[src/rtl/dac_sertx_pkg.sv]
// dac_sertx_pkg: shared types and helpers for the DAC serial transmitter.
// Holds the frame state encoding, the divider width and the divider clamp.
package dac_sertx_pkg;

  localparam int DIV_W = 32;

  typedef enum logic [2:0] {
    IDLE,
    SETUP,
    SHIFT,
    HOLD,
    GAP
  } state_t;

  // A divider of zero would never tick, so it behaves like a divider of one.
  function automatic logic [DIV_W-1:0] clamp_div(input logic [DIV_W-1:0] div);
    return (div == '0) ? DIV_W'(1) : div;
  endfunction

endpackage

[src/rtl/sclk_tick_gen.sv]
// sclk_tick_gen: free-running divider that emits a one-cycle tick every
// i_div clock cycles. i_restart zeroes the count so the first tick after a
// restart lands exactly i_div cycles later.
module sclk_tick_gen
  import dac_sertx_pkg::*;
(
  input  logic             clk,
  input  logic             rst_n,
  input  logic             i_restart,
  input  logic [DIV_W-1:0] i_div,
  output logic             o_tick
);

  logic [DIV_W-1:0] r_cnt;

  // The tick is decoded from the count so it is high during the last cycle of
  // each period; >= keeps the counter wrapping even if i_div shrank.
  assign o_tick = (r_cnt >= (i_div - DIV_W'(1)));

  // Period counter: restart wins, otherwise wrap on tick.
  // NOTE: state registers use non-blocking assignments so every flop samples
  // pre-edge values; blocking here would create order-dependent races.
  always_ff @(posedge clk or negedge rst_n) begin
    if (!rst_n) begin
      r_cnt <= '0;
    end else if (i_restart || o_tick) begin
      r_cnt <= '0;
    end else begin
      r_cnt <= r_cnt + DIV_W'(1);
    end
  end

endmodule

[src/rtl/dac_sertx.sv]
// dac_sertx: SPI-style DAC serial transmitter. Takes one parallel sample over
// valid/ready, then drives cs low, an idle-high sclk and MSB-first data,
// followed by a one-tick hold and a two-tick gap with cs high.
// Optional: define DAC_SERTX_LDAC_EN to add the active-low dac_ldac strobe,
// pulsed during the second gap tick.
module dac_sertx
  import dac_sertx_pkg::*;
#(
  parameter int   DATA_WIDTH = 16,
  parameter logic CS_INV     = 1'b0,
  parameter logic SD_INV     = 1'b0
) (
  input  logic                  CLK100MHZ,
  input  logic                  resetn,
  input  logic [DIV_W-1:0]      dac_clk_div,
  input  logic [DATA_WIDTH-1:0] dac_data,
  input  logic                  dac_valid,
  output logic                  dac_ready,
  output logic                  dac_cs,
  output logic                  dac_sclk,
  output logic                  dac_sd,
  output logic                  dac_done
`ifdef DAC_SERTX_LDAC_EN
  ,
  output logic                  dac_ldac
`endif
);

  localparam int CNT_W = $clog2(DATA_WIDTH);

  state_t                r_state;
  logic                  r_cs;
  logic                  r_sclk;
  logic                  r_sd;
  logic                  r_ready;
  logic                  r_done;
  logic                  r_gap_last;
  logic [DATA_WIDTH-1:0] r_shift;
  logic [CNT_W-1:0]      r_bit_cnt;
  logic [DIV_W-1:0]      r_div;
`ifdef DAC_SERTX_LDAC_EN
  logic                  r_ldac;
`endif

  logic w_accept;
  logic w_tick;

  assign w_accept = dac_valid && r_ready;

  // Divider restarts on accept so the frame is aligned to the accept edge.
  sclk_tick_gen u_tick (
    .clk       (CLK100MHZ),
    .rst_n     (resetn),
    .i_restart (w_accept),
    .i_div     (r_div),
    .o_tick    (w_tick)
  );

  // Frame sequencer: every output is registered, so an async reset forces the
  // pins straight back to their idle levels and abandons the frame.
  always_ff @(posedge CLK100MHZ or negedge resetn) begin
    if (!resetn) begin
      r_state    <= IDLE;
      r_cs       <= 1'b1;
      r_sclk     <= 1'b1;
      r_sd       <= 1'b0;
      r_ready    <= 1'b1;
      r_done     <= 1'b0;
      r_gap_last <= 1'b0;
      r_shift    <= '0;
      r_bit_cnt  <= '0;
      r_div      <= DIV_W'(1);
`ifdef DAC_SERTX_LDAC_EN
      r_ldac     <= 1'b1;
`endif
    end else begin
      r_done <= 1'b0;
      case (r_state)
        IDLE: begin
          if (w_accept) begin
            r_state   <= SETUP;
            r_ready   <= 1'b0;
            r_cs      <= 1'b0;
            r_sclk    <= 1'b1;
            r_sd      <= dac_data[DATA_WIDTH-1];
            r_shift   <= dac_data;
            r_div     <= clamp_div(dac_clk_div);
            r_bit_cnt <= CNT_W'(DATA_WIDTH - 1);
          end
        end
        SETUP: begin
          if (w_tick) begin
            r_state <= SHIFT;
            r_sclk  <= 1'b0;
          end
        end
        SHIFT: begin
          // sclk itself tells which half of the bit we are in.
          if (w_tick) begin
            if (!r_sclk) begin
              r_sclk <= 1'b1;
            end else if (r_bit_cnt == '0) begin
              r_state <= HOLD;
            end else begin
              // Data moves with the falling edge, a full half-period before
              // the DAC samples it on the next rising edge.
              r_sclk    <= 1'b0;
              r_sd      <= r_shift[DATA_WIDTH-2];
              r_shift   <= r_shift << 1;
              r_bit_cnt <= r_bit_cnt - CNT_W'(1);
            end
          end
        end
        HOLD: begin
          if (w_tick) begin
            r_state    <= GAP;
            r_cs       <= 1'b1;
            r_sd       <= 1'b0;
            r_done     <= 1'b1;
            r_gap_last <= 1'b0;
          end
        end
        GAP: begin
          if (w_tick) begin
            if (!r_gap_last) begin
              r_gap_last <= 1'b1;
`ifdef DAC_SERTX_LDAC_EN
              r_ldac     <= 1'b0;
`endif
            end else begin
              r_state <= IDLE;
              r_ready <= 1'b1;
`ifdef DAC_SERTX_LDAC_EN
              r_ldac  <= 1'b1;
`endif
            end
          end
        end
        // NOTE: the default arm recovers from unreachable encodings of the
        // 3-bit state instead of leaving the FSM stuck.
        default: begin
          r_state <= IDLE;
          r_cs    <= 1'b1;
          r_sclk  <= 1'b1;
          r_sd    <= 1'b0;
          r_ready <= 1'b1;
        end
      endcase
    end
  end

  assign dac_ready = r_ready;
  assign dac_done  = r_done;
  assign dac_cs    = r_cs ^ CS_INV;
  assign dac_sclk  = r_sclk ^ CS_INV;
  assign dac_sd    = r_sd ^ SD_INV;
`ifdef DAC_SERTX_LDAC_EN
  assign dac_ldac  = r_ldac;
`endif

endmodule

[config.mk]
export PLATFORM = sky130hd
export DESIGN_NAME = dac_sertx
export DESIGN_NICKNAME = d
export VERILOG_FILES = /design/src/rtl/dac_sertx_pkg.sv /design/src/rtl/sclk_tick_gen.sv /design/src/rtl/dac_sertx.sv
export SDC_FILE = /design/constraint.sdc
export NUM_CORES = 1
export LEC_CHECK = 0
export CORE_MARGIN = 3
export CORE_UTILIZATION = 50
export DETAILED_ROUTE_END_ITERATION = 8
export DONT_BUFFER_PORTS = 1
export SLEW_MARGIN = 20
export SYNTH_ARGS = -nofsm -noshare
export SYNTH_HDL_FRONTEND = slang
export SYNTH_SLANG_ARGS = --single-unit
[constraint.sdc]
create_clock -name CLK100MHZ -period 10.7 [get_ports CLK100MHZ]
set_input_delay 1.07 -clock CLK100MHZ [delete_from_list [all_inputs] [get_ports CLK100MHZ]]
set_output_delay 1.07 -clock CLK100MHZ [all_outputs]
set_load 0.05 [all_outputs]
==> results.md, run 1 <==
- Worst EP required: 10950 ps
- Pin count of the biggest net entering global routing: 93
- Distinct cells, synth: 47
- Async S/R FF share, synth: 1.00
- Max Clk Rate: 195 MHz
- Peak supply drop: 139 µV
- Boundary pin count: 56
- Nets: 668
- Post-Synthesis Cells: 587
- Sequential area share after synthesis: 0.428
- RSZ-0062 raised after global routing: false
- Clock transition at path regs: 90 ps
- Die Footprint: 12100 µm²
- Worst min path class: in2async
- Routability Congestion: 0.776
- Routed len/inst: 15.1 µm
- Status: finished, final reports clean
- Die Y: 110 µm
- Worst-skew pair later-pin latency: 370 ps
- Initial antenna violation count: 0
- Clk buf depth: 2
- Global-route wire length before repair: 18.7 mm
- Initial core utilization: 0.518
- Worst Setup Start Kind: flop
- Grt ovf: 0
- Number of max-cap violations: 0
- Initial DRC Count: 196
- DR vias: 3920
- PD cells: 107 nW/µm²
- H-Tree Depth: 3
- Worst Setup End Kind: flop
- Number of synthesized flops with an enable pin: 0
- Post-synthesis net count: 673
- Residual DRC: 0
- P_leak: 2.72 nW
- Number of failing hold endpoints at the final stage: 0
- PostCTS Resize Cnt: 0
- Detailed placer's ending HPWL: 8.05 mm
- Cts bufs inserted: 9
- Post-CTS setup buffer count: 0
- Finished Cell Area: 5750 µm²
- Most used DFF post-synth: dfrtp_1
- Die Width: 110 µm
- Post-synth top area cell: dfrtp_1
- Arrival @ worst endpoint: 5390 ps
- Port-buffer cells: 0
- Yosys top cell area share: 0.408
- Vias in the first global route: 3983
- Sink Count: 92
- CTS tree: done
- Final antenna-violating net count: 0
- Number of diodes: 0
- Worst slew pin tran: 984 ps
- Cell area after synthesis: 5400 µm²
- Syn avg cell area: 9.19 µm²
- Area of placed instances: 5530 µm²
- Final Cycle Share: 0.480
- WL final: 10.9 mm
- Ys Warns: 0
- Clk_skew: 14.0 ps
- DRT Pass-1 Iters: 4
- Synth area leaders: dfrtp_1 (41%), nand2_1 (8.5%), ha_1 (8.1%)
- Global Route Usage Sum: 0.198
- Crit path kind: reg2reg
- # hold bufs at CTS: 0
- Pins Over Slew Limit: 0
- Core Region: 10400 µm²
- Via density: 5.43
- FP Rows: 37
- Flop and latch count out of synthesis: 92
- Area grow syn2layout: 6.54%
- Relative slew slack: 0.344
- Commonest non-fill, non-tap cell in the layout: nand2_1
- Share of cells above drive strength 1: 0.111
- Setup violations, final: 0
- Most frequent cells in the layout: nand2_1 (121), dfrtp_1 (88), nor2_1 (63)
- Setup TNS: 0 ps
- Post-layout min period: 5130 ps
- Root buffer cell: clkbuf_8
- CP Max Fanout: 18
through the flow:
stage | total power [mW] | hold WS (ps) | utilization | setup WS, ps | cells
after global routing | 0.636 | 358 | 0.552 | 5150 | 722
after global placement | 0.362 | 482 | 0.530 | 5370 | 707
after CTS | 0.623 | 363 | 0.551 | 5210 | 722
final | 0.614 | 391 | 0.552 | 5570 | 722
after floorplan | 0.361 | 455 | - | 6050 | 587
after detailed placement | 0.362 | 486 | 0.530 | 5240 | 707
registers in the layout (all words and copies together) (netlist names):
signal and cells:
dac_done 1, r_shift 15, dac_sd 1, dac_ready 1, dac_cs 1, r_state 3
r_gap_last 1, r_div 32, u_tick.r_cnt 32, r_bit_cnt 4, dac_sclk 1
where the power goes:
part | switching, mW | leakage (nW) | internal (mW) | total, mW
clock network | 0.127 | 0.107 | 0.132 | 0.259
registers | 0.000794 | 1.24 | 0.349 | 0.350
logic | 0.00120 | 1.38 | 0.00380 | 0.00500
cell type report:
type	instances	area (µm²)
inverters	9	33.8
repair buffers	3	22.5
well taps	136	170
fillers	965	4670
multi-input cells	467	3000
clock buffers	10	128
flip-flops and latches	92	2310
clock inverters	5	86.3
cells by family after synthesis:
| family | count (synthesis) | synth area share |
|---|---|---|
| muxes | 32 | 0.0666 |
| and+or+nand+nor | 292 | 0.253 |
| adders and majority gates | 35 | 0.0812 |
| DFF | 92 | 0.428 |
| buffers and inverters | 28 | 0.0197 |
| xor gates and xnor gates | 59 | 0.0958 |
| AOI/OAI and AO/OA | 49 | 0.0566 |
metal layers:
layer	part of all wire	GRT usage	vias to the layer above
met5	0	0	-
met1	0.49	0.270	1849
li1	-	-	2000
met3	0.045	0.0622	11
met2	0.45	0.307	60
met4	0.013	0.0516	0
critical path, stage by stage, from the launching register on:
cell	delay (ps)
dfrtp_1	430
or4_4	560
or3_4	370
or4_1	580
nor2_1	290
nand2_1	110
xor2_1	160
ha_1	320
nand4_1	140
or4_1	590
nand2b_1	190
a31oi_1	140
a21oi_1	140
nand2_1	590
mux2_2	410
worst paths after layout:
path                       slack [ps]         endpoint  cells past startpoint            start
setup / recovery                 5570       r_shift[2]                     14         r_div[7]
hold / removal                    390  u_tick.r_cnt[3]                      0           resetn
setup reg to reg                 5570       r_shift[2]                     14         r_div[7]
hold reg to reg                   500  u_tick.r_cnt[0]                      1  u_tick.r_cnt[0]
max in group asynchronous       10050        dac_ready                      0           resetn
min in group CLK100MHZ            500  u_tick.r_cnt[0]                      1  u_tick.r_cnt[0]
cell usage after synthesis (all sizes together) (2+ instances only):
| master | number |
|---|---|
| nor2b | 8 |
| or2 | 3 |
| a31oi | 2 |
| and3 | 12 |
| dfstp | 4 |
| o21ai | 13 |
| xor2 | 31 |
| nor2 | 64 |
| a22oi | 2 |
| a21oi | 14 |
| nand4 | 11 |
| ha | 35 |
| nand2 | 122 |
| nand2b | 7 |
| clkbuf | 18 |
| inv | 9 |
| nor3b | 2 |
| o22ai | 2 |
| xnor2 | 28 |
| or3 | 3 |
| dfrtp | 88 |
| nor4 | 15 |
| o21a | 2 |
| or4 | 5 |
| nor3 | 15 |
| nand3b | 3 |
| mux2 | 31 |
| a211oi | 6 |
| nand3 | 19 |
No activity file was read; power rests on OpenSTA's default activity.
==> inputs of run 2 (changes only) <==
--- a/config.mk
+++ b/config.mk
@@ -9,6 +9,7 @@
 export CORE_UTILIZATION = 50
 export DETAILED_ROUTE_END_ITERATION = 8
 export DONT_BUFFER_PORTS = 1
+export PLACE_DENSITY = 0.68
 export SLEW_MARGIN = 20
 export SYNTH_ARGS = -nofsm -noshare
 export SYNTH_HDL_FRONTEND = slang
==> constraint.sdc (replaced) <==
create_clock -name CLK100MHZ -period 4.4 [get_ports CLK100MHZ]
set_input_delay 0.44 -clock CLK100MHZ [delete_from_list [all_inputs] [get_ports CLK100MHZ]]
set_output_delay 0.44 -clock CLK100MHZ [all_outputs]
set_load 0.05 [all_outputs]
==> results.md, run 2 (same netlist as run 1, synthesis figures left out) <==
- Number of diodes: 0
- Die Y: 110 µm
- Pin count of the biggest net entering global routing: 93
- Status: complete, but fails checks
- Top flop regs: r_div: 32 flops, u_tick.r_cnt: 32 flops, r_shift: 15 flops
- Worst Setup End Kind: flop
- Max Clk Rate: 226 MHz
- Sink Count: 92
- Sequential cell area: 2310 µm²
- P_leak: 2.83 nW
- PD cells: 247 nW/µm²
- Initial core utilization: 0.518
- Final setup margin: -20.7 ps
- Worst slew pin tran: 765 ps
- Most frequent cells in the layout: nand2_1 (121), dfrtp_1 (88), nor2_1 (62)
- Die Width: 110 µm
- Final Cycle Share: 1.00
- Initial DRC Count: 258
- Failing checks: negative setup slack
- Core Region: 10400 µm²
- Total power: 1.48 mW
- Detailed placer's ending HPWL: 8.52 mm
- Grt ovf: 0
- Worst Setup Start Kind: flop
- Routability Congestion: 0.809
- Final core occ: 0.574
- Number of max-cap violations: 0
- Share of cells above drive strength 1: 0.152
- WL final: 11.4 mm
- Clk buf depth: 2
- DR vias: 4079
- Met3 usage: 0.0540
- Initial antenna violation count: 0
- RSZ-0062 raised after global routing: true
- Relative slew slack: 0.486
- Boundary pin count: 56
- GR peak layer: met2
- Setup violations, final: 15
- Clock transition at path regs: 100 ps
- Worst min path class: in2reg
- Die Footprint: 12100 µm²
- FP Rows: 37
- Cts bufs inserted: 9
- Clk_skew: 14.9 ps
- Peak supply drop: 206 µV
- Root buffer cell: clkbuf_8
- Arrival @ worst endpoint: 4670 ps
- Global-route wire length before repair: 19.2 mm
- Worst EP required: 4650 ps
- Post-layout min period: 4420 ps
- Fillers: 933
- Finished Cell Area: 5980 µm²
- Placed cell count: 723
- Area grow syn2layout: 10.8%
- DRT Pass-1 Iters: 5
- Residual DRC: 0
- Global Route Usage Sum: 0.202
- Commonest non-fill, non-tap cell in the layout: nand2_1
- Vias in the first global route: 4001
- CTS tree: done
- Multi-input logic area: 3050 µm²
- H-Tree Depth: 3
- Crit path kind: reg2reg
- Final antenna-violating net count: 0
- Area of placed instances: 5700 µm²
- Met2 GRT Util: 0.308
- Pins Over Slew Limit: 0
- Fin cells: 742
- CP Max Fanout: 18
- Port-buffer cells: 0
- Nets: 687
- Met1 Use GR: 0.280
- Routed len/inst: 15.4 µm
- Worst-skew pair later-pin latency: 360 ps
- Via density: 5.50
- Post-placement worst setup slack: -119 ps
- Number of failing hold endpoints at the final stage: 0
==> run 2: layer usage <==
layer / wire length (µm) / up-vias
li1: - / 2042
met1: 5210 / 1937
met2: 5360 / 84
met3: 651 / 16
met4: 190 / 0
met5: 0 / -
==> run 2: layout make-up <==
class	count	area share
flip-flops and latches	92	0.386
clock buffers	9	0.0207
well taps	136	0.0285
inverters	9	0.00565
clock inverters	7	0.0138
multi-input cells	467	0.510
repair buffers	22	0.0356
==> run 2: stage by stage <==
| stage | setup TNS (ps) | hold WS [ps] |
|---|---|---|
| final | -139 | 171 |
| after CTS | 0 | 152 |
| after floorplan | 0 | 144 |
| after global placement | -491 | 149 |
| after global routing | -7920 | 157 |
| after detailed placement | -1680 | 151 |
==> run 2: report_power, final <==
group	total, mW	internal (mW)	switching [mW]	leakage (nW)
registers	0.851	0.849	0.00214	1.24
clock network	0.593	0.272	0.321	0.0984
logic	0.0320	0.0124	0.0196	1.49
==> run 2: worst max-delay path, cell delays in order (launching register included) <==
cell	delay (ps)
dfrtp_1	390
or4_4	530
or3_4	360
or4_4	460
nor2_4	110
buf_4	130
nand3b_1	80
xor2_1	150
ha_1	330
nand4_1	150
or4_4	560
nand2b_4	170
a31oi_2	200
a21oi_2	80
nand2_2	110
buf_12	160
mux2_2	340
==> run 2: final timing paths <==
check / from / end / slack (ps) / cells past startpoint
setup / recovery: r_div[7] / r_shift[11] / -20 / 16
hold / removal: dac_clk_div[30] / r_div[30] / 170 / 2
setup reg to reg: r_div[7] / r_shift[11] / -20 / 16
hold reg to reg: u_tick.r_cnt[0] / u_tick.r_cnt[0] / 500 / 1
max in group asynchronous: resetn / r_div[0] / 3350 / 2
min in group asynchronous: resetn / u_tick.r_cnt[11] / 680 / 2
==> run 2: timing repair <==
action,4_1_cts,5_1_grt
setup buffers,1,0
endpoints found under the hold margin,92,0
endpoints found under the setup margin,27,54
hold buffers,2,0
pin swaps,3,0
gates resized for setup,3,0
==> inputs of run 3 (changes only) <==
--- a/config.mk
+++ b/config.mk
@@ -5,6 +5,7 @@
 export SDC_FILE = /design/constraint.sdc
 export NUM_CORES = 1
 export LEC_CHECK = 0
+export CAP_MARGIN = 25
 export CORE_MARGIN = 3
 export CORE_UTILIZATION = 50
 export DETAILED_ROUTE_END_ITERATION = 8
==> results of run 3 <==
The final DEF is identical to that of run 2; final timing and power are the same.
